--- src/rtl/spi_mul_frame_engine.sv ---
// spi_mul_frame_engine: assembles two operands from rx bytes, shift-add multiplies them, streams the product out
module spi_mul_frame_engine #(
  parameter int OP_BYTES    = 2,
  parameter int TIMEOUT_CYC = 4096
) (
  input  logic       clk,
  input  logic       reset,
  input  logic [7:0] rx_data,
  input  logic       rx_valid,
  output logic [7:0] tx_data,
  output logic       tx_valid,
  input  logic       tx_ready,
  output logic       busy,
  output logic       overrun,
  output logic       frame_err
);
  localparam int OP_W = 8 * OP_BYTES;
  localparam int FB   = 2 * OP_BYTES;
  localparam int PW   = 2 * OP_W;
  localparam int CW   = $clog2(FB) + 1;
  localparam int IW   = $clog2(OP_W) + 1;
  localparam int TW   = $clog2(TIMEOUT_CYC + 1);
  typedef enum logic [1:0] {COLLECT, MULT, SEND} state_t;
  state_t          state;
  logic [CW-1:0]   cnt;
  logic [CW-1:0]   k;
  logic [IW-1:0]   bit_idx;
  logic [TW-1:0]   timer;
  logic [OP_W-1:0] a, b;
  logic [PW-1:0]   acc;
  logic [PW-1:0]   addend;
  logic [CW-1:0]   sel;
  logic [7:0]      pbyte;
  logic            last_rx, timer_hit, last_bit, last_tx;
  // Partial product for the current multiplier bit and the product byte to present next
  always_comb begin
    addend    = a[bit_idx] ? (PW'(b) << bit_idx) : '0;
    sel       = tx_valid ? k + CW'(1) : k;
    pbyte     = 8'(acc >> (8 * (FB - 1 - int'(sel))));
    last_rx   = cnt == CW'(FB - 1);
    timer_hit = timer == TW'(TIMEOUT_CYC - 1);
    last_bit  = bit_idx == IW'(OP_W - 1);
    last_tx   = k == CW'(FB - 1);
  end
  // Frame FSM: collect operand bytes, run the shift-add multiply, then stream the product
  always_ff @(posedge clk) begin
    if (!reset) begin
      state     <= COLLECT;
      cnt       <= '0;
      k         <= '0;
      bit_idx   <= '0;
      timer     <= '0;
      a         <= '0;
      b         <= '0;
      acc       <= '0;
      tx_data   <= '0;
      tx_valid  <= 1'b0;
      busy      <= 1'b0;
      overrun   <= 1'b0;
      frame_err <= 1'b0;
    end else begin
      overrun   <= 1'b0;
      frame_err <= 1'b0;
      case (state)
        COLLECT: begin
          if (rx_valid) begin
            timer <= '0;
            if (cnt < CW'(OP_BYTES)) a <= OP_W'({a, rx_data});
            else b <= OP_W'({b, rx_data});
            cnt <= last_rx ? '0 : cnt + CW'(1);
            if (last_rx) begin
              state   <= MULT;
              busy    <= 1'b1;
              acc     <= '0;
              bit_idx <= '0;
            end
          end else if (cnt != '0) begin
            timer <= timer_hit ? '0 : timer + TW'(1);
            if (timer_hit) begin
              frame_err <= 1'b1;
              cnt       <= '0;
              a         <= '0;
              b         <= '0;
            end
          end
        end
        MULT: begin
          overrun <= rx_valid;
          acc     <= acc + addend;
          bit_idx <= bit_idx + IW'(1);
          if (last_bit) begin
            state <= SEND;
            k     <= '0;
          end
        end
        SEND: begin
          overrun <= rx_valid;
          if (!tx_valid) begin
            tx_valid <= 1'b1;
            tx_data  <= pbyte;
          end else if (tx_ready) begin
            tx_valid <= !last_tx;
            tx_data  <= last_tx ? '0 : pbyte;
            k        <= last_tx ? '0 : k + CW'(1);
            if (last_tx) begin
              state <= COLLECT;
              busy  <= 1'b0;
            end
          end
        end
        default: begin
          state <= COLLECT;
          busy  <= 1'b0;
        end
      endcase
    end
  end
endmodule

--- config.mk ---
export PLATFORM = sky130hd
export DESIGN_NAME = spi_mul_frame_engine
export DESIGN_NICKNAME = d
export VERILOG_FILES = /design/src/rtl/spi_mul_frame_engine.sv
export SDC_FILE = /design/constraint.sdc
export NUM_CORES = 1
export LEC_CHECK = 0
export CAP_MARGIN = 25
export CORE_UTILIZATION = 35
export CTS_CLUSTER_DIAMETER = 200
export CTS_CLUSTER_SIZE = 30
export DETAILED_ROUTE_END_ITERATION = 8
export GPL_ROUTABILITY_DRIVEN = 0
export GPL_TIMING_DRIVEN = 0
export PLACE_DENSITY = 0.59
export SLEW_MARGIN = 10
export SYNTH_ARGS = -nofsm -noshare
export SYNTH_HDL_FRONTEND = slang
export SYNTH_SLANG_ARGS = --single-unit
--- constraint.sdc ---
create_clock -name clk -period 5.9 [get_ports clk]
set_clock_uncertainty 0.2 [all_clocks]
set_input_delay 1.77 -clock clk [delete_from_list [all_inputs] [get_ports clk]]
set_output_delay 1.77 -clock clk [all_outputs]
set_load 0.02 [all_outputs]
==> Flow_metrics.wiki <==
{| class="wikitable"
! Metric !! Value
|-
| Status || completed
|-
| Starting density of the core || 0.3602
|-
| Root buffer cell || clkbuf_16
|-
| Capture point of the worst reg-to-reg path || acc[28]
|-
| Area post-placement || 0.007616 sq mm
|-
| Total gr overflow || 0
|-
| Total routing usage reported by global routing || 0.1948
|-
| Clock network fraction of total power || 0.377
|-
| Number of synthesized register bits || 102
|-
| Remaining number of nets flagged by the antenna check after routing || 0
|-
| Int Power || 1.187 mW
|-
| Number of DRC markers in iteration 0 || 497
|-
| Largest buffer count on any clock path || 2
|-
| Hold buffer count at cts || 0
|-
| Number of gates resized after cts || 0
|-
| Core area || 0.01959 sq mm
|-
| Placed wire-length estimate after detailed placement || 14900 microns
|-
| Num Clock Sinks || 102
|-
| Fillers || 2025
|-
| Clock period minus worst slack || 5.097 ns
|-
| Biggest fanout along the worst timing path || 8
|-
| CP Data Arrival Time || 5.14 ns
|-
| Sequential share of power || 0.439
|-
| Cell Rows || 51
|-
| Adder-Cell Fraction of Synth Area || 0.07730
|-
| Source-to-sink clock delay at the later pin of the worst-skew pair || 0.36 ns
|-
| Total Negative Setup Slacks || 0 ns
|-
| Area of the die || 0.02073 sq mm
|-
| Leakage Power || 2.925 nW
|-
| Hold-critical path depth || 1
|-
| Count of warnings emitted by yosys || 0
|-
| Max-slew headroom || 0.3170
|-
| Area growth from synthesis to final layout || 12.45%
|-
| Net switching share of the total power || 0.3071
|-
| Layout Nets || 963
|-
| Startpoint-to-endpoint class of the critical path || flop to flop
|-
| Post-CTS Repair Setup Buffers || 0
|-
| Most repeated cell in the gate-level netlist after synthesis || dfxtp_1
|-
| Area share of the leading cell type in the synthesized netlist || 0.2894
|-
| Measured slew at the worst slew-check pin || 0.9961 ns
|-
| Number of library cell types mapped by synthesis || 70
|-
| Kind of capture point of the worst setup path || flop
|-
| RSZ-0062 raised after global routing || no
|-
| Routed WL per cell || 16.42 microns
|-
| H-tree levels || 3
|-
| Largest net degree at the start of global routing || 19
|-
| Routed wire length || 19340 microns
|-
| Data required time of the critical path || 5.95 ns
|-
| Netlist area before placement || 0.007057 sq mm
|-
| Period utilisation layout || 0.8639
|-
| Clk pin slew, worst setup/hold paths || 0.08 ns
|-
| Final design instance area without fill || 0.007935 sq mm
|-
| Worst reg-to-reg setup slack || 0.80 ns
|-
| Cell type with the largest total area after synthesis || dfxtp_1
|-
| Part of the total power dissipated in combinational logic || 0.185
|-
| Via count of the first global-routing pass || 5863
|-
| Antenna diodes || 0
|-
| Worst Slack Setup Final || 0.8032 ns
|-
| Power per unit of standard cell area || 216.0 mW/mm^2
|-
| Number of antenna violations at the first check in global routing || 0
|-
| Post-synthesis share of cell area spent on and, or, nand and nor gates || 0.2243
|-
| Sequential cell area fraction in the yosys report || 0.2894
|-
| DIE HEIGHT || 144.0 microns
|-
| Drt pass-1 iters || 5
|-
| Endpoints failing hold || 0
|-
| Number of remaining DRC errors || 0
|-
| Cell count after synthesis || 875
|-
| Commonest cells post-synth || dfxtp_1, nand2_1, nor2_1, a21oi_1, o21ai_0
|-
| Dominant cells by area after synthesis || dfxtp_1, ha_1, nand2_1
|-
| Final setup violation count || 0
|-
| Mean instance size in the synthesized netlist || 8.065 sq um
|-
| Primary FF master, synth || dfxtp_1
|-
| TritonCTS clock tree || built
|-
| Max Freq || 196.2 MHz
|-
| First-pass GRT wire length || 31210 microns
|-
| Switching power total || 0.5264 mW
|-
| Worst setup slack before clock tree synthesis || 0.8865 ns
|-
| Via count || 6365
|-
| Number of buffers inserted during clock tree synthesis || 9
|-
| Depth of the worst register-to-register path || 19
|-
| Proportion of layout cells with a drive suffix above 1 || 0.08434
|-
| Number of synthesized flops with an enable pin || 0
|-
| Async set-or-reset flop fraction in the synthesized netlist || 0
|-
| CP Launch Type || flop
|-
| Type of the most critical hold path || flop to flop
|-
| Post-Syn Nets || 930
|-
| Startpoint of the worst register-to-register path || bit_idx[0]
|-
| WHS Endpoint || cnt[2]
|-
| Number of top-level pins || 24
|-
| Worst Hold Launch || cnt[2]
|-
| Number of maximum-capacitance violations || 0
|-
| Die width || 144.0 microns
|-
| Dominant combinational cell family by area after synthesis || simple AND/OR/NAND/NOR gates
|-
| Number of pins exceeding their max-slew limit in the final report || 0
|-
| Compound-Gate Fraction of Synth Area || 0.2191
|-
| Input/output buffers || 22
|-
| Via density per instance || 5.403
|-
| Mux contribution to synthesized area || 0.1028
|-
| XOR/XNOR share of the synthesized area || 0.04220
|-
| Worst IR drop on VDD || 0.0001343 V
|}
==> placed cells by master (no fill, tap or decap), drive strengths merged, types with 4 or more instances in the layout <==
cell	instances
clkdlybuf4s50	22
ha	42
clkinv	4
nor2b	38
nand4	9
buf	14
xnor2	15
or2	5
nor3	12
and3	8
mux2	16
xor2	19
nor2	82
mux4	14
a31oi	8
inv	28
mux2i	23
a21oi	57
nand2b	10
o21ai	62
o21a	7
nand2	97
a21o	18
or3	5
dfxtp	102
clkbuf	44
and2	13
a22oi	21
nand3	44
a21boi	28
==> metrics by stage <==
step / total power, mW / hold WS (ns) / util / std cells
2_1_floorplan: 0.9868 / 0.2376 / - / 875
3_3_place_gp: 1.078 / 0.2520 / 0.3884 / 1162
3_5_place_dp: 1.082 / 0.2569 / 0.3888 / 1162
4_1_cts: 1.725 / 0.2673 / 0.4051 / 1178
5_1_grt: 1.793 / 0.2815 / 0.4051 / 1178
6_report: 1.714 / 0.2644 / 0.4051 / 1178
==> power groups by stage <==
stage / registers [mW] / clock network (mW) / logic, mW
after CTS: 0.752 / 0.657 / 0.316
after detailed placement: 0.768 / 0 / 0.314
after floorplan: 0.765 / 0 / 0.222
after global routing: 0.757 / 0.680 / 0.356
after global placement: 0.767 / 0 / 0.311
final: 0.752 / 0.645 / 0.317
==> area by class of cell <==
class / count / area, sq um / share of cell area
well taps: 265 / 331.6 / 0.04178
clock buffers: 10 / 239.0 / 0.03012
inverters: 28 / 105.1 / 0.01325
clock inverters: 6 / 80.08 / 0.01009
plain buffers: 48 / 211.5 / 0.02665
multi-input cells: 697 / 4706 / 0.5930
flip-flops and latches: 102 / 2042 / 0.2573
repair buffers: 22 / 220.2 / 0.02775
==> worst max-delay path by stage <==
stage | slack (ns) | depth (start not counted) | end | startpoint
2_1_floorplan | 1.62 | 16 | acc[31] | bit_idx[0]
3_3_place_gp | 0.87 | 19 | acc[28] | bit_idx[0]
3_5_place_dp | 0.89 | 19 | acc[28] | bit_idx[0]
4_1_cts | 0.83 | 19 | acc[28] | bit_idx[0]
5_1_grt | 0.43 | 19 | acc[28] | bit_idx[0]
6_report | 0.80 | 19 | acc[28] | bit_idx[0]
==> critical path, cell delays in order (launching register included) <==
cell	delay [ns]
dfxtp_1	0.34
buf_4	0.20
mux4_2	0.51
mux2_2	0.30
o21ai_2	0.35
nand2b_1	0.24
or3_1	0.17
nor2_1	0.08
ha_1	0.21
inv_1	0.07
fa_1	0.19
nand2b_1	0.14
a21oi_1	0.10
o41ai_1	0.66
o21a_1	0.22
o21ai_1	0.15
a221oi_2	0.40
o21ai_0	0.18
xnor2_1	0.16
o21ai_0	0.08
==> routing by layer <==
metal / up-vias / track usage / share of wire
met2: 140 / 0.3135 / 0.45
li1: 3190 / - / -
met5: - / 0 / 0
met4: 0 / 0.06271 / 0.016
met1: 3014 / 0.2746 / 0.49
met3: 21 / 0.01490 / 0.038
==> logic make-up (layout without fill, tap and decap cells) <==
family / Yosys count / after routing
simple gates: 332 / 332
compound gates: 235 / 235
flops: 102 / 102
buf+inv: 76 / 114
mux: 53 / 53
fa+ha+maj: 43 / 43
xor+xnor: 34 / 34
==> flip-flops by register name, summed over array words and instances, names as in the netlist <==
register and cells:
a 16, tx_valid 1, busy 1, overrun 1
b 16, k 3, bit_idx 5, frame_err 1
state 2, tx_data 8, acc 32, timer 13
cnt 3
No activity file was read; power rests on OpenSTA's default activity.
